==> src/rtl/i2c_pkg.sv <==
// Shared types and bus constants for the I2C register target.
`timescale 1ns/1ps
package i2c_pkg;

  typedef enum logic [3:0] {
    S_IDLE,
    S_ADDR,
    S_ADDR_ACK,
    S_PTR,
    S_PTR_ACK,
    S_WDATA,
    S_WDATA_ACK,
    S_RDATA,
    S_RDATA_ACK,
    S_IGNORE
  } i2c_slv_state_t;

  localparam logic ACK  = 1'b0;
  localparam logic NACK = 1'b1;

endpackage

==> src/rtl/i2c_in_sync.sv <==
// Pad synchronizer for scl/sda plus edge and START/STOP detection on the
// synchronized levels.
`timescale 1ns/1ps
module i2c_in_sync #(
  parameter int SYNC_STAGES = 2
) (
  input  logic i_clk,
  input  logic i_rst_n,
  input  logic i_scl,
  input  logic i_sda,
  output logic o_sda,
  output logic o_scl_rise,
  output logic o_scl_fall,
  output logic o_start,
  output logic o_stop
);

  logic [SYNC_STAGES-1:0] r_scl_sync;
  logic [SYNC_STAGES-1:0] r_sda_sync;
  logic                   r_scl_d;
  logic                   r_sda_d;
  logic                   w_scl;
  logic                   w_sda;

  // Idle bus level is high, so reset preloads ones to avoid a false START.
  always_ff @(posedge i_clk) begin
    if (!i_rst_n) begin
      r_scl_sync <= '1;
      r_sda_sync <= '1;
      r_scl_d    <= 1'b1;
      r_sda_d    <= 1'b1;
    end else begin
      r_scl_sync <= {r_scl_sync[SYNC_STAGES-2:0], i_scl};
      r_sda_sync <= {r_sda_sync[SYNC_STAGES-2:0], i_sda};
      r_scl_d    <= w_scl;
      r_sda_d    <= w_sda;
    end
  end

  assign w_scl      = r_scl_sync[SYNC_STAGES-1];
  assign w_sda      = r_sda_sync[SYNC_STAGES-1];
  assign o_sda      = w_sda;
  assign o_scl_rise = w_scl & ~r_scl_d;
  assign o_scl_fall = ~w_scl & r_scl_d;
  // scl must be high on both samples so an sda edge racing an scl edge is not misread.
  assign o_start    = w_scl & r_scl_d & r_sda_d & ~w_sda;
  assign o_stop     = w_scl & r_scl_d & ~r_sda_d & w_sda;

endmodule

==> src/rtl/i2c_slave_regs.sv <==
// I2C target exposing NUM_REGS byte registers behind an auto-incrementing
// pointer; sda is driven open-drain, scl is never stretched.
`timescale 1ns/1ps
module i2c_slave_regs
  import i2c_pkg::*;
#(
  parameter logic [6:0] SLAVE_ADDR  = 7'h50,
  parameter int         NUM_REGS    = 16,
  parameter int         SYNC_STAGES = 2
) (
  input  logic                        PCLK,
  input  logic                        PRESETn,
  input  logic                        scl_i,
  input  logic                        sda_i,
  output logic                        sda_oe,
  output logic                        busy,
  output logic                        wr_stb,
  output logic [$clog2(NUM_REGS)-1:0] wr_addr,
  output logic [7:0]                  wr_data
);

  localparam int PW = $clog2(NUM_REGS);

  logic           w_sda;
  logic           w_scl_rise;
  logic           w_scl_fall;
  logic           w_start;
  logic           w_stop;

  i2c_slv_state_t r_state;
  logic [7:0]     r_shift;
  logic [3:0]     r_cnt;
  logic [PW-1:0]  r_ptr;
  logic           r_rw;
  logic           r_ack_drv;
  logic [7:0]     r_regs [NUM_REGS];

  logic [7:0]     w_byte;
  logic [PW-1:0]  w_ptr_nxt;
  logic [7:0]     w_rd_cur;
  logic [7:0]     w_rd_nxt;
  logic           w_addr_hit;

  i2c_in_sync #(
    .SYNC_STAGES(SYNC_STAGES)
  ) u_sync (
    .i_clk     (PCLK),
    .i_rst_n   (PRESETn),
    .i_scl     (scl_i),
    .i_sda     (sda_i),
    .o_sda     (w_sda),
    .o_scl_rise(w_scl_rise),
    .o_scl_fall(w_scl_fall),
    .o_start   (w_start),
    .o_stop    (w_stop)
  );

  assign w_byte     = {r_shift[6:0], w_sda};
  assign w_ptr_nxt  = r_ptr + 1'b1;
  assign w_rd_cur   = r_regs[r_ptr];
  assign w_rd_nxt   = r_regs[w_ptr_nxt];
  // Address 0 is the general call, which this target never claims.
  assign w_addr_hit = (w_byte[7:1] == SLAVE_ADDR) && (w_byte[7:1] != 7'd0);

  always_ff @(posedge PCLK) begin
    if (!PRESETn) begin
      r_state   <= S_IDLE;
      r_shift   <= 8'h00;
      r_cnt     <= 4'd0;
      r_ptr     <= '0;
      r_rw      <= 1'b0;
      r_ack_drv <= 1'b0;
      sda_oe    <= 1'b0;
      busy      <= 1'b0;
      wr_stb    <= 1'b0;
      wr_addr   <= '0;
      wr_data   <= 8'h00;
      for (int i = 0; i < NUM_REGS; i++) begin
        r_regs[i] <= 8'h00;
      end
    end else begin
      wr_stb <= 1'b0;
      if (w_start) begin
        r_state   <= S_ADDR;
        r_cnt     <= 4'd0;
        r_ack_drv <= 1'b0;
        sda_oe    <= 1'b0;
      end else if (w_stop) begin
        r_state   <= S_IDLE;
        r_ack_drv <= 1'b0;
        sda_oe    <= 1'b0;
        busy      <= 1'b0;
      end else begin
        case (r_state)
          S_IDLE, S_IGNORE: begin
            sda_oe <= 1'b0;
          end

          S_ADDR: begin
            if (w_scl_rise) begin
              r_shift <= w_byte;
              r_cnt   <= r_cnt + 4'd1;
              if (r_cnt == 4'd7) begin
                r_cnt <= 4'd0;
                if (w_addr_hit) begin
                  r_state <= S_ADDR_ACK;
                  r_rw    <= w_byte[0];
                  busy    <= 1'b1;
                end else begin
                  r_state <= S_IGNORE;
                  busy    <= 1'b0;
                end
              end
            end
          end

          S_PTR: begin
            if (w_scl_rise) begin
              r_shift <= w_byte;
              r_cnt   <= r_cnt + 4'd1;
              if (r_cnt == 4'd7) begin
                r_cnt   <= 4'd0;
                r_ptr   <= w_byte[PW-1:0];
                r_state <= S_PTR_ACK;
              end
            end
          end

          S_WDATA: begin
            if (w_scl_rise) begin
              r_shift <= w_byte;
              r_cnt   <= r_cnt + 4'd1;
              if (r_cnt == 4'd7) begin
                r_cnt         <= 4'd0;
                r_regs[r_ptr] <= w_byte;
                wr_stb        <= 1'b1;
                wr_addr       <= r_ptr;
                wr_data       <= w_byte;
                r_ptr         <= w_ptr_nxt;
                r_state       <= S_WDATA_ACK;
              end
            end
          end

          // ACK slot spans one scl period: asserted on the first fall, released on the second.
          S_ADDR_ACK, S_PTR_ACK, S_WDATA_ACK: begin
            if (w_scl_fall) begin
              if (!r_ack_drv) begin
                r_ack_drv <= 1'b1;
                sda_oe    <= ~ACK;
              end else begin
                r_ack_drv <= 1'b0;
                sda_oe    <= 1'b0;
                r_cnt     <= 4'd0;
                if (r_state == S_ADDR_ACK && r_rw) begin
                  // The fall that ends the ACK also launches the first read bit.
                  sda_oe  <= ~w_rd_cur[7];
                  r_shift <= {w_rd_cur[6:0], 1'b0};
                  r_cnt   <= 4'd1;
                  r_state <= S_RDATA;
                end else if (r_state == S_ADDR_ACK) begin
                  r_state <= S_PTR;
                end else begin
                  r_state <= S_WDATA;
                end
              end
            end
          end

          S_RDATA: begin
            if (w_scl_fall) begin
              if (r_cnt == 4'd8) begin
                sda_oe  <= 1'b0;
                r_cnt   <= 4'd0;
                r_state <= S_RDATA_ACK;
              end else begin
                sda_oe  <= ~r_shift[7];
                r_shift <= {r_shift[6:0], 1'b0};
                r_cnt   <= r_cnt + 4'd1;
              end
            end
          end

          S_RDATA_ACK: begin
            sda_oe <= 1'b0;
            if (w_scl_rise) begin
              if (w_sda == ACK) begin
                r_ptr   <= w_ptr_nxt;
                r_shift <= w_rd_nxt;
                r_cnt   <= 4'd0;
                r_state <= S_RDATA;
              end else begin
                busy    <= 1'b0;
                r_state <= S_IGNORE;
              end
            end
          end

          default: begin
            sda_oe  <= 1'b0;
            r_state <= S_IDLE;
          end
        endcase
      end
    end
  end

endmodule

==> config.mk <==
export PLATFORM = sky130hd
export DESIGN_NAME = i2c_slave_regs
export DESIGN_NICKNAME = d
export VERILOG_FILES = /design/src/rtl/i2c_pkg.sv /design/src/rtl/i2c_in_sync.sv /design/src/rtl/i2c_slave_regs.sv
export SDC_FILE = /design/constraint.sdc
export NUM_CORES = 1
export LEC_CHECK = 0
export CAP_MARGIN = 20
export CORE_MARGIN = 4
export CORE_UTILIZATION = 46
export CTS_CLUSTER_DIAMETER = 200
export DETAILED_ROUTE_END_ITERATION = 7
export GPL_ROUTABILITY_DRIVEN = 0
export HOLD_SLACK_MARGIN = 0.12
export MAX_ROUTING_LAYER = met4
export SLEW_MARGIN = 10
export SYNTH_ARGS = -nofsm -noshare
export SYNTH_HDL_FRONTEND = slang
export SYNTH_HIERARCHICAL = 1
export SYNTH_SLANG_ARGS = --single-unit
export TNS_END_PERCENT = 30
==> constraint.sdc <==
create_clock -name PCLK -period 3.2 [get_ports PCLK]
set_input_delay 0.64 -clock PCLK [delete_from_list [all_inputs] [get_ports PCLK]]
set_output_delay 0.64 -clock PCLK [all_outputs]
set_load 0.03 [all_outputs]
Word-level counts from Yosys, hierarchy flattened --
Memories as Yosys holds them, arrays and structs flattened. A register that Yosys moved wholly into a read port is not among the register bits. Cells that the tools add are included. Widths: inputs -> output; s select.
Operators by class: bitwise logic cells 18, multiplexer cells 71, add/subtract/negate cells 2, reduce and logical (&&, ||, !) cells 23, eq/ne operators 43
Operators with widths (count):
- $mux 4 | 30
- $mux 8 | 9
- $pmux 8 s4 | 1
- $pmux 4 s7 | 1
- $mux 1 | 24
- $ne 4x1->1 const B | 6
- $reduce_and 12->1 | 2
- $eq 4x3->1 const B | 5
- $ne 4x2->1 const B | 5
- $ne 2x2->1 const B | 8
- $pmux 4 s4 | 1
- $ne 2x1->1 const B | 7
- $eq 4x4->1 const B | 3
- $ne 3x1->1 const B | 4
- $pmux 4 s3 | 1
- $reduce_and 6->1 | 2
- $not 1->1 | 11
- $reduce_and 11->1 | 1
- $reduce_and 9->1 | 1
- $reduce_or 3->1 | 3
- $add 4x1->4 const B | 2
- $eq 4x2->1 const B | 2
- $reduce_and 8->1 | 1
- $reduce_or 8->1 | 1
- other kinds (16) | 26
Storage, ports and cells: memories kept 1, input bits 4, RAM bits 128, flip-flop bits (word level) 43
Memories:
- r_regs | words 16, width 8, read ports 2, clocked after memory_dff 1, wr ports 16, line i2c_slave_regs.sv:36 | logic [7:0] r_regs [NUM_REGS];

Logic depth before layout (Yosys ltp) --
Gate-level depths: netlist (run 1).
depth after elaboration 10, gate-level depth with buffers 12, gate-level depth less buffers 7

Modules after synthesis --
Netlist (run 1), hierarchy kept.
By module, submodules not included:
- i2c_slave_regs | cells an instance 761, area each 9944.5 µm², seq. area each 4664.5 µm², instances 1
- i2c_in_sync | cells an instance 16, area each 190.2 µm², seq. area each 120.1 µm², instances 1

Worst setup path before layout (run 1) --
OpenSTA, ideal clock, no wires.
kind register to register, from register r_ptr[0], to register r_shift[5], arrival time 2.749 ns, slack 0.318 ns, clock period less this slack 2.882 ns, stages on the path, launching flop included 13, cell sequence dfxtp_1 > buf_6 > buf_6 > buf_2 > inv_1 > ha_1 > buf_6 > buf_4 > buf_2 > mux4_2 > mux4_2 > a21oi_1 > a311oi_1
On the way: cells in the longest elaborated chain, start to end 5
RTL lines:
- start: declaration | line i2c_slave_regs.sv:33 | logic [PW-1:0] r_ptr;
- start signal: assignment | line i2c_slave_regs.sv:123 | r_ptr <= w_byte[PW-1:0];
- start signal: assignment | line i2c_slave_regs.sv:139 | r_ptr <= w_ptr_nxt;
- start signal: assignment | line i2c_slave_regs.sv:188 | r_ptr <= w_ptr_nxt;
- $add 4x1->4 | line i2c_slave_regs.sv:59 | assign w_ptr_nxt = r_ptr + 1'b1;
- $mem_v2 16x8
- $mux 8 | line i2c_slave_regs.sv:187 | if (w_sda == ACK) begin
- $mux 8 | line i2c_slave_regs.sv:186 | if (w_scl_rise) begin
- $pmux 8 s4 | line i2c_slave_regs.sv:94 | case (r_state)
- end signal: assignment | line i2c_slave_regs.sv:101 | r_shift <= w_byte;
- end signal: assignment | line i2c_slave_regs.sv:178 | r_shift <= {r_shift[6:0], 1'b0};
- end signal: assignment | line i2c_slave_regs.sv:189 | r_shift <= w_rd_nxt;
- end: declaration | line i2c_slave_regs.sv:31 | logic [7:0] r_shift;
Every way passes these cells. The select of a mux whose other input is x is not followed. A chain may end at the register's enable or synchronous reset.

Worst setup path after layout (run 1) --
from register r_ptr[1], to register r_shift[3]
Same word-level chain as after synthesis.

==> metrics.md, run 1 <==
| Metric | Value |
|---|---|
| Port Buf Inserts | `18` |
| Vias | `about 7000` |
| Type of origin of the critical path | `flop` |
| Die width | `~160 um` |
| Yosys warnings | `6` |
| Vias in the first global route | `6888` |
| Outcome | `completed` |
| Initial Util | `0.4658` |
| RSZ-0062 raised after global routing | `no` |
| CTS Root Buffer Type | `clkbuf_16` |
| Routed WL | `between 20000 and 30000 um` |
| Worst Tran Pin Value | `0.8850 ns` |
| Post-route cell area | `11140 um2` |
| Most frequent cells in the layout | `128 x edfxtp_1, 68 x nor4_2, 68 x mux4_2` |
| Initial DRC count | `between 800 and 900` |
| Layout Cells excl Fill | `about 1100` |
| Skew-Pair Late Insertion Delay | `0.44 ns` |
| Fmax | `351.8 MHz` |
| Worst vdd ir | `0.3624 mV` |
| Mapped Area | `10130 um2` |
| Max-Cap Viols | `0` |
| DR WL/cell | `25.35 um` |
| Rows | `54` |
| M2 GR Usage | `0.3651` |
| Setup Crit Path Kind | `flop to flop` |
| CTS HTree Levels | `4` |
| Cell breakdown of the critical path | `inv_1 -> ha_1 -> buf_12 -> mux4_1 -> mux4_2 -> a21oi_1 -> a311oi_1` |
| CTS Hold Bufs | `0` |
| Final nets | `approximately 790` |
| CP peak stage delay | `0.66 ns` |
| Total gr overflow | `0` |
| Core outline area | `21760 um2` |
| Max stage delay cell, worst path | `mux4_1` |
| Mapped Nets | `roughly 800` |
| Gate Count Post-Synth | `777` |
| Final Skew | `0.01372 ns` |
| LEAKAGE | `3.407 nW` |
| M3 GR Usage | `0.04729` |
| Fillers | `1891` |
| Area Growth Syn to Fin | `9.901%` |
| Total GRT Usage | `0.2399` |
| Final hold violation count | `0` |
| WP data required | `between 3 and 4 ns` |
| Post-synthesis sequential area ratio | `0.4721` |
| Cts repair resizes | `0` |
| Worst relative slew slack | `0.4094` |
| Share of cells above drive strength 1 | `0.2895` |
| Initial antenna violation count | `0` |
| First-pass GRT wire length | `42880 um` |
| Antenna viol nets, final | `0` |
| CTS buffer count | `17` |
| Die height | `roughly 160 um` |
| Die area | `24470 um2` |
| Power Density | `613.2 nW/um2` |
| Hold Crit Class | `flop to flop` |
| Vias per cell | `6.467` |
| Total power draw | `6.830 mW` |
| Antenna Cells | `0` |
| Clk pin slew, worst setup/hold paths | `0.08 ns` |
| Hold_ws | `0.4167 ns` |
| HPWL Detailed | `19480 um` |
| Clock Sinks | `175` |
| Critical Path Fanout Max | `33` |
| Clock buffer depth | `2` |
| Dpl cells | `~1000` |
| Tcrit/Tclk final | `0.8883` |
| FF+latch count, synth | `175` |
| Top FF cell, synth | `edfxtp_1` |
| Remaining DRCs | `0` |
| Top delay family on crit path | `multiplexers` |
| Met1 Usage GRT | `0.3304` |
| Final setup viols | `0` |
| Synth cell types | `73` |
| Most used routing layer in global routing | `met2` |
| Min Tclk post-route | `between 2 and 3 ns` |
| Crit path DAT | `3.13 ns` |
| 1st-pass router iterations | `5` |
| CP endpoint kind | `flop` |
| Post-Route Setup TNS | `0 ns` |
| Slew Viols, Final | `0` |
| CP bufs+invs | `2` |
| Asr flop ratio synth | `0` |
| Leading cell type in the layout, fill and taps excluded | `edfxtp_1` |
| Post-Place Cell Area | `10530 um2` |
| Num ports | `19` |
| Largest net degree at the start of global routing | `59` |
| Post-CTS Setup Bufs | `0` |
| Post-synth EDFFs | `approximately 130` |
| Syn Area/Cell | `13.04 um2` |
| CTS tree | `yes` |
flip-flops by register name (all words and copies together) (netlist names), 2 cells and up, named ones only:
signal and flops:
r_ptr 4, u_sync/r_sda_sync 2, r_state 4, r_regs 128, u_sync/r_scl_sync 2, r_cnt 4, wr_addr 4, wr_data 8
r_shift 8
final timing paths:
kind / cells after the start / start / slack, ns / to
worst max register to register: 7 / r_ptr[1] / 0.36 / r_shift[3]
worst min register to register: 1 / u_sync/r_scl_sync[0] / 0.42 / u_sync/r_scl_sync[1]
worst max-delay path: 7 / r_ptr[1] / 0.36 / r_shift[3]
worst min-delay path: 1 / u_sync/r_scl_sync[0] / 0.42 / u_sync/r_scl_sync[1]
cell families (layout without fill, tap and decap cells):
family,count (synthesis),in the layout,share of synthesized area
adder cells (fa/ha/maj),6,6,0.007407
buffers and inverters,99,113,0.05518
AO/OA/AOI/OAI,100,100,0.06358
XOR/XNOR,4,4,0.006050
flip-flops,175,175,0.4721
multiplexers,84,84,0.1736
AND/OR/NAND/NOR,309,309,0.2221
worst register-to-register path: stages (launching register included):
cell and delay, ns:
dfxtp_1 0.47, inv_1 0.14, ha_1 0.34, buf_12 0.25, mux4_1 0.70, mux4_2 0.49
a21oi_1 0.18, a311oi_1 0.12
metrics by stage:
| step | setup WS [ns] | util |
|---|---|---|
| after detailed placement | 0.3998 | 0.4838 |
| after global placement | 0.4218 | 0.4838 |
| after global routing | 0.2442 | 0.5120 |
| final | 0.3575 | 0.5120 |
| after floorplan | 0.3177 | - |
| after CTS | 0.3805 | 0.5120 |
power breakdown:
part           internal [mW]  total [mW]  switching (mW)  leakage [nW]
Combinational          0.637        1.89            1.26          1.40
Clock                   1.10        2.14            1.04         0.300
Sequential              2.57        2.80           0.226          1.71
synthesized netlist by cell type, drive strengths merged (2+ instances only):
cell type,n,share of area
a2111oi,2,0.0017
a311oi,8,0.0069
o21a,2,0.0015
o22ai,8,0.0049
a31oi,2,0.0012
nor3b,3,0.0022
dfxtp,47,0.093
nor2,18,0.0067
a211oi,6,0.0054
and2,58,0.036
a22o,2,0.0017
mux4,72,0.16
o31ai,3,0.0022
buf,44,0.035
clkbuf,33,0.012
mux2i,10,0.0099
inv,21,0.0078
a21oi,41,0.021
nor3,25,0.012
xor2,3,0.0052
nand2b,26,0.016
nor2b,8,0.0049
a22oi,2,0.0015
mux2,2,0.0022
or4,2,0.0015
o21ai,12,0.0059
nor4b,4,0.0041
nand3,9,0.0049
nand3b,8,0.0063
nand4b,2,0.0017
nor4,78,0.095
and3b,2,0.0017
or2,4,0.0025
nand4,3,0.0019
and4b,2,0.0020
ha,6,0.0074
o211ai,3,0.0022
nand2,53,0.020
edfxtp,128,0.38
cell type report:
cell class	instances	area, um2	area share
flip-flops and latches	175	4788	0.4299
repair buffers	59	513.0	0.04606
multi-input cells	503	4791	0.4301
well taps	280	350.3	0.03145
clock buffers	18	450.4	0.04044
inverters	22	82.58	0.007414
clock inverters	14	162.7	0.01460
layer usage:
layer	up-vias	wire length [um]
met2	295	13000
met4	0	658
met5	-	0
met3	52	2038
met1	3546	11450
li1	3033	-
(Power assumes the default switching activity.)
==> inputs of run 2 (changes only) <==
- clock period: 3.2 -> 3.45 ns (I/O delays scaled with it)
==> run 2 against run 1 <==
First-iteration DRC count fell by 9.6%. Sequential power fell by 5%. Cell area fell by 0.21%. Clock-buffer cell count rose by 1. Flip-flop and latch count did not move. Maximum frequency fell by 1.9%. Largest power group unchanged. Highest routed layer unchanged.
==> metrics.md, run 2 (synthesized netlist as in run 1, its figures left out) <==
| Metric | Value |
|---|---|
| CTS tree | `yes` |
| CP endpoint kind | `flop` |
| Outcome | `completed` |
| Worst relative slew slack | `0.3914 (-0.01798)` |
| Setup Crit Path Kind | `flop to flop` |
| HPWL Detailed | `19830 um (+1.8%)` |
| Total GRT Usage | `0.2384 (-0.001522)` |
| Max stage delay cell, worst path | `nor4_4` |
| Biggest register | `r_regs` |
| Final setup viols | `0 (unchanged)` |
| Type of origin of the critical path | `flop` |
| Clock Sinks | `175 (unchanged)` |
| CP bufs+invs | `2 (unchanged)` |
| Hold Crit Class | `flop to flop` |
| Critical Path Fanout Max | `48 (+45%)` |
| Routed WL | `27860 um (+2.6%)` |
| Largest register FFs | `128 (unchanged)` |
| Clk pin slew, worst setup/hold paths | `0.07 ns (about the same)` |
| Slew Viols, Final | `0 (unchanged)` |
| Post-CTS Setup Bufs | `0 (unchanged)` |
| Die area | `24470 um2 (unchanged)` |
| Top delay family on crit path | `simple AND/OR/NAND/NOR gates` |
| Skew-Pair Late Insertion Delay | `0.43 ns (about the same)` |
| Remaining DRCs | `0 (unchanged)` |
| Cts repair resizes | `0 (unchanged)` |
| Worst Tran Pin Value | `0.9119 ns (+0.02694 ns)` |
| Core outline area | `21760 um2 (unchanged)` |
| CTS Root Buffer Type | `clkbuf_16` |
| Post-route cell area | `11110 um2 (-0.21%)` |
| Cell breakdown of the critical path | `buf_4 -> and4b_1 -> nor2_1 -> nand4_1 -> buf_12 -> nor4_4 -> nand2b_1` |
| Total gr overflow | `0 (unchanged)` |
| Vias in the first global route | `6863 (-0.36%)` |
| Leading cell type in the layout, fill and taps excluded | `edfxtp_1` |
| Port Buf Inserts | `18 (unchanged)` |
| Fmax | `345.3 MHz (-1.9%)` |
| Die height | `156.4 um (unchanged)` |
| Final hold violation count | `0 (unchanged)` |
| CTS Hold Bufs | `0 (unchanged)` |
| Vias per cell | `6.500 (+0.51%)` |
| First-pass GRT wire length | `42550 um (-0.77%)` |
| Top flop regs | `r_regs: 128 flops, r_shift: 8 flops, wr_data: 8 flops` |
| Share of cells above drive strength 1 | `0.2864 (-0.003068)` |
| Min Tclk post-route | `2.896 ns (+0.05386 ns)` |
| Max-Cap Viols | `0 (unchanged)` |
| CTS HTree Levels | `4 (unchanged)` |
| Post-Place Cell Area | `10520 um2 (about the same)` |
| Antenna Cells | `0 (unchanged)` |
| CP peak stage delay | `0.44 ns (-0.22 ns)` |
| WP data required | `3.54 ns (+0.05 ns)` |
| Initial Util | `0.4658 (unchanged)` |
| Largest net degree at the start of global routing | `49 (-17%)` |
| Tcrit/Tclk final | `0.8395 (-0.04876)` |
| Most frequent cells in the layout | `128 x edfxtp_1, 68 x nor4_2, 68 x mux4_2` |
| RSZ-0062 raised after global routing | `no` |
| Final nets | `786 (-0.25%)` |
| CTS buffer count | `17 (unchanged)` |
| Crit path DAT | `2.99 ns (-0.14 ns)` |
| Worst vdd ir | `0.4092 mV (+13%)` |
| Antenna viol nets, final | `0 (unchanged)` |
| Area Growth Syn to Fin | `9.667%` |
| Rows | `54 (unchanged)` |
| Initial DRC count | `784 (-9.6%)` |
| Initial antenna violation count | `1 (+1)` |
| Power Density | `566.8 nW/um2 (-7.6%)` |
| 1st-pass router iterations | `5 (unchanged)` |
| Hold_ws | `0.4205 ns (+0.003793 ns)` |
| Final Skew | `0.01009 ns (-0.003626 ns)` |
| DR WL/cell | `26.06 um (+2.8%)` |
| Vias | `6948 (+0.32%)` |
| Total power draw | `6.300 mW (-7.8%)` |
| Clock buffer depth | `2 (unchanged)` |
| LEAKAGE | `3.397 nW (-0.31%)` |
| Die width | `156.4 um (unchanged)` |
| Num ports | `19 (unchanged)` |
| Post-Route Setup TNS | `0 ns (unchanged)` |
[run 2: cell count changes in the layout (fill, tap and decap cells not counted)]
cell | before | now
buf_12 | 2 | 3
buf_4 | 39 | 36
bufinv_16 | 0 | 1
clkbuf_1 | 0 | 1
clkinv_4 | 3 | 0
clkinv_8 | 4 | 0
inv_4 | 0 | 2
inv_6 | 3 | 7
inv_8 | 4 | 3
[run 2: report_power, final]
group	leakage [nW]	switching [mW]	internal (mW)
clock	0.296	0.898	1.07
combinational	1.40	1.13	0.552
sequential	1.71	0.266	2.39
[run 2: cell type report]
| class | count | area, um2 |
|---|---|---|
| clock buffers | 19 | 454.2 |
| clock inverters | 13 | 137.6 |
| fillers | 1852 | 10640 |
| inverters | 22 | 82.58 |
| multi-input cells | 503 | 4791 |
| flip-flops and latches | 175 | 4788 |
| well taps | 280 | 350.3 |
| repair buffers | 57 | 510.5 |
[run 2: worst register-to-register path, cell delays in order (launching register included)]
cell	delay (ns)
dfxtp_1	0.34
buf_4	0.24
and4b_1	0.29
nor2_1	0.31
nand4_1	0.22
buf_12	0.24
nor4_4	0.50
nand2b_1	0.41
[run 2: layer usage]
metal / wire length [um] / GRT usage / part of all wire
met5: 0 / - / 0
met3: 2128 / 0.05337 / 0.076
met2: 13020 / 0.3641 / 0.47
met4: 794 / 0.06901 / 0.028
met1: 11920 / 0.3230 / 0.43
[run 2: through the flow]
stage	instances	setup WS (ns)	utilization
floorplan	777	0.5677	-
global placement	1037	0.6464	0.4837
detailed placement	1037	0.4698	0.4837
CTS	1069	0.6283	0.5109
global route	1069	0.3233	0.5109
finish	1069	0.5536	0.5109
[run 2: final timing paths]
path,start,to,slack [ns],cells past startpoint
max reg2reg,u_sync/r_sda_sync[1],r_regs[3][2],0.55,7
min reg2reg,u_sync/r_scl_sync[0],u_sync/r_scl_sync[1],0.42,1
min,u_sync/r_scl_sync[0],u_sync/r_scl_sync[1],0.42,1
max,u_sync/r_sda_sync[1],r_regs[3][2],0.55,7
==> edit 1: new RTL, settings of run 1 <==
Register the output `wr_data` once more, with the module's reset; this adds one clock of latency there. The other outputs are not delayed to match.
--- a/src/rtl/i2c_slave_regs.sv
+++ b/src/rtl/i2c_slave_regs.sv
@@ -21,6 +21,8 @@
 
   localparam int PW = $clog2(NUM_REGS);
 
+  logic [7:0] wr_data_s0;
+
   logic           w_sda;
   logic           w_scl_rise;
   logic           w_scl_fall;
@@ -74,7 +76,7 @@
       busy      <= 1'b0;
       wr_stb    <= 1'b0;
       wr_addr   <= '0;
-      wr_data   <= 8'h00;
+      wr_data_s0 <= 8'h00;
       for (int i = 0; i < NUM_REGS; i++) begin
         r_regs[i] <= 8'h00;
       end
@@ -135,7 +137,7 @@
                 r_regs[r_ptr] <= w_byte;
                 wr_stb        <= 1'b1;
                 wr_addr       <= r_ptr;
-                wr_data       <= w_byte;
+                wr_data_s0    <= w_byte;
                 r_ptr         <= w_ptr_nxt;
                 r_state       <= S_WDATA_ACK;
               end
@@ -205,5 +207,13 @@
     end
   end
 
+  always_ff @(posedge PCLK) begin
+    if (!PRESETn) begin
+      wr_data <= '0;
+    end else begin
+      wr_data <= wr_data_s0;
+    end
+  end
+
 endmodule
 
Check against the original RTL: no difference found for any inputs over 4 cycles, from zero or initial values and one cycle with PRESETn low; that may be too few to reach the edited logic, so the function may still have changed.
==> edit 1 against run 1 <==
- final area is 4.2% lower
- sequential cell count up 8
- maximum frequency is 1.1% higher
- routed wire length is 7.9% lower
- setup slack improved by 0.032 ns
- core utilization is 1.4 points higher
- area after synthesis fell by 6.2%
- critical path type unchanged
- highest routed layer unchanged
Power is not compared: it rests on default switching activity, and its combinational part moved more than twofold at a synthesized area within 25%.
==> edit 1: results <==
[placement]
dp_hpwl_mm = 17.47
placed_cell_area_mm2 = 0.01009
port_buffers = 18

[clocking]
cts_setup_buffers = 0
cts_made_buffers = 17
clkSlewWorstSetupHoldPaths_ns = 0.07
clk-insertion-delay-late_ns = 0.44
cts_root_buf = clkbuf_16
clk_path_buf_depth = 2

[grt]
grt_pass1_wl_mm = 37.98
grt_max_degree = 52
grt_usage = 0.2321
antenna_found_initial = 0
grt_pass1_vias = 6150

[final_layout]
final_net_count = 786
drive_gt1_frac = 0.2053
largest_reg_flops = 128
top_register = r_regs

[worst_setup_path]
worstPathMaxFanout = 15
worst_path_max_delay_cell = ha_2
cp_top_family = multiplexers

[outcome]
status = finished clean

[detailed_routing]
drt_iter0_drc = 693
wl_per_cell_um = 23.60
vias_per_cell = 5.971

[synthesis]
ys_types = 59
syn_nets = 765
yosys_warnings = 6
synth.top_cells.by_count = 138 x and2_1, 128 x edfxtp_1, 65 x mux4_2, 55 x dfxtp_1, 41 x nor2_1
synth_top_cells_by_area = edfxtp_1 40%, mux4_2 15%, dfxtp_1 12%
yosysSeqAreaShare = 0.5201

[power]
p_leak_nw = 3.593

[timing]
slew_headroom = 0.2495
finalClockSkew_ns = 0.01346
==> edit 1: changes by cell type after synthesis, moves of 18 or more <==
cell | before | now
nor2_1 | 18 | 41
o21ai_0 | 10 | 30
a21oi_1 | 40 | 17
nor4_2 | 68 | 0
mux2i_1 | 10 | 28
and2_1 | 57 | 138
==> edit 1: power breakdown <==
group | total, mW | internal, mW | leakage (nW) | switching, mW
logic | 0.194 | 0.0940 | 1.65 | 0.100
registers | 2.69 | 2.61 | 1.66 | 0.0725
clock network | 2.06 | 1.12 | 0.287 | 0.943
==> edit 1: final cells by class <==
type | count | area (µm²)
inverters | 7 | 26.28
flip-flops and latches | 183 | 4946
multi-input cells | 507 | 4289
clock inverters | 11 | 101.3
clock buffers | 21 | 471.7
well taps | 270 | 337.8
repair buffers | 60 | 495.5
fillers | 1725 | 9632
==> edit 1: worst reg2reg max path, stage by stage (launching register included) <==
cell     delay, ns
dfxtp_1       0.44
inv_1         0.12
ha_2          0.66
buf_4         0.28
mux4_2        0.52
mux2_2        0.32
a21oi_1       0.23
a31oi_1       0.11
==> edit 1: routing by layer <==
metal | track usage | up-vias | wire length (µm)
met2 | 0.3489 | 256 | 11520
met5 | - | - | 0
li1 | - | 2841 | -
met1 | 0.3232 | 3187 | 11270
met3 | 0.04402 | 39 | 1592
met4 | 0.07278 | 0 | 604
==> edit 1: path summary, 6_finish.rpt <==
kind	from	slack (ns)	endpoint
hold / removal	u_sync/r_sda_sync[0]$_SDFF_PN1_	0.43	u_sync/r_sda_sync[1]$_SDFF_PN1_
hold reg to reg	u_sync/r_sda_sync[0]$_SDFF_PN1_	0.43	u_sync/r_sda_sync[1]$_SDFF_PN1_
setup reg to reg	r_ptr[1]$_SDFFE_PN0N_	0.39	r_shift[3]$_SDFFE_PN0P_
setup / recovery	r_ptr[1]$_SDFFE_PN0N_	0.39	r_shift[3]$_SDFFE_PN0P_
==> edit 1: cells by family (layout without fill, tap and decap cells) <==
logic type	Yosys count	in the layout	share of synthesized area
AO/OA/AOI/OAI	92	92	0.06094
multiplexers	103	103	0.1953
adder cells (fa/ha/maj)	7	7	0.008950
buffers and inverters	65	99	0.02974
AND/OR/NAND/NOR	302	302	0.1822
flip-flops	183	183	0.5201
XOR/XNOR	3	3	0.002764
==> edit 1: stage by stage <==
stage          setup WS, ns  std cells
3_5_place_dp         0.3063       1027
2_1_floorplan       0.07088        755
3_3_place_gp         0.3204       1027
6_report             0.3894       1059
4_1_cts              0.4120       1059
5_1_grt              0.2073       1059
==> edit 2: new RTL, config.mk and constraints of run 1 <==
Without the edit above. The parameter `NUM_REGS` goes from 16 to 32.
--- a/src/rtl/i2c_slave_regs.sv
+++ b/src/rtl/i2c_slave_regs.sv
@@ -5,7 +5,7 @@
   import i2c_pkg::*;
 #(
   parameter logic [6:0] SLAVE_ADDR  = 7'h50,
-  parameter int         NUM_REGS    = 16,
+  parameter int         NUM_REGS    = 32,
   parameter int         SYNC_STAGES = 2
 ) (
   input  logic                        PCLK,
Ports: changed (resized wr_addr); port bits go from 19 to 20. No check against the original RTL was run, so the function may have changed too.
==> edit 2 against run 1 <==
- maximum frequency is 4.6% lower
- routed wire length grew 82%
- sequential power is 65% higher
- global-route usage grew 2.3 points
- die area increased by 60%
- sequential cell count is 131 higher
- worst hold slack worse by 0.011 ns
- final area is 69% higher
- combinational power fell by 76%
- setup slack worse by 0.14 ns
- area after synthesis grew 64%
- power rose by 35%
==> edit 2: results <==
[worst_setup_path]
arrival_ns = 3.36
worst_path_max_delay_cell = buf_4
cp_top_family = compound AO/OA/AOI/OAI gates
worstPathMaxFanout = 51
max_stage_delay_ns = 0.59

[grt]
grt_max_degree = 52
grt_pass1_vias = 11070
grt_pass1_wl_mm = 73.89
grt_usage = 0.2633

[power]
p_leak_nw = 6.100
peakVddDrop_v = 0.0005207

[timing]
finalClockSkew_ns = 0.01341
worst_slack_ns = 0.2204

[detailed_routing]
routed_wl_mm = 49.41
via_count = 11410
met2_length_mm = 22.49
drt_iter0_drc = 1499

[clocking]
cts_made_buffers = 36
h-tree-depth = 2
clk-insertion-delay-late_ns = 0.55
clkSlewWorstSetupHoldPaths_ns = 0.06
clk_path_buf_depth = 3

[outcome]
status = finished clean

[synthesis]
synth_top_cells_by_area = edfxtp_1 46%, mux4_2 16%, and2_1 9.7%
yosysSeqAreaShare = 0.5230
synth.top_cells.by_count = 258 x and2_1, 256 x edfxtp_1, 118 x mux4_2, 70 x clkbuf_1, 60 x nor2_1
synth-edff-count = 256
ys_types = 66

[placement]
port_buffers = 19
dpl_worst_slack_ns = 0.2899

[final_layout]
drive_gt1_frac = 0.2152
final_net_count = 1313
## edit 2: logic make-up (layout without fill, tap and decap cells)
family | count (synthesis) | after routing | synth area share
simple gates | 467 | 467 | 0.1588
flops | 306 | 306 | 0.5230
compound gates | 183 | 183 | 0.07321
mux | 170 | 170 | 0.2044
buf+inv | 126 | 193 | 0.03344
fa+ha+maj | 7 | 7 | 0.005122
xor+xnor | 3 | 3 | 0.002034
other cells | 0 | 1 | 0
## edit 2: final timing paths
path | start | to | cells after the start
min | u_sync/r_scl_sync[0]$_SDFF_PN1_ | u_sync/r_scl_sync[1]$_SDFF_PN1_ | 1
min reg2reg | u_sync/r_scl_sync[0]$_SDFF_PN1_ | u_sync/r_scl_sync[1]$_SDFF_PN1_ | 1
max reg2reg | r_ptr[0]$_SDFFE_PN0N_ | r_shift[1]$_SDFFE_PN0P_ | 7
max | r_ptr[0]$_SDFFE_PN0N_ | r_shift[1]$_SDFFE_PN0P_ | 7
## edit 2: final cells by class
type                            count  share of cell area
Inverter                           15            0.002988
Clock inverter                     20             0.01089
Multi-Input combinational cell    830              0.3922
Sequential cell                   306              0.4614
Timing Repair Buffer              114             0.04900
Clock buffer                       44             0.05272
Tap cell                          461             0.03061
Antenna cell                        1           0.0001328
## edit 2: worst register-to-register path, delay by kind of cell, from the launching register on
family / cells / cell delay [ns]
compound gates: 5 / 1.50
buf+inv: 1 / 0.59
simple gates: 1 / 0.36
flops: 1 / 0.35
## edit 2: power breakdown
part	total (mW)	internal (mW)	switching, mW
registers	4.63	4.49	0.145
clock network	4.17	2.53	1.64
logic	0.450	0.207	0.244
## edit 2: metal layers
metal  global-route usage  vias to the layer above
li1                     -                     4899
met1               0.3742                     5831
met2               0.3838                      589
met3              0.04594                       93
met4              0.09793                        0
met5                    -                        -
## edit 2: stage by stage
stage / util / instances / instance area [µm²] / power, mW / hold slack (ns)
after CTS: 0.5298 / 1790 / 18840 / 9.303 / 0.4086
after global routing: 0.5298 / 1791 / 18850 / 9.543 / 0.4313
after detailed placement: 0.4961 / 1726 / 17640 / 5.146 / 0.4027
after floorplan: - / 1262 / 16610 / 4.904 / 0.3863
final: 0.5298 / 1791 / 18850 / 9.250 / 0.4054
after global placement: 0.4961 / 1726 / 17640 / 5.144 / 0.3875
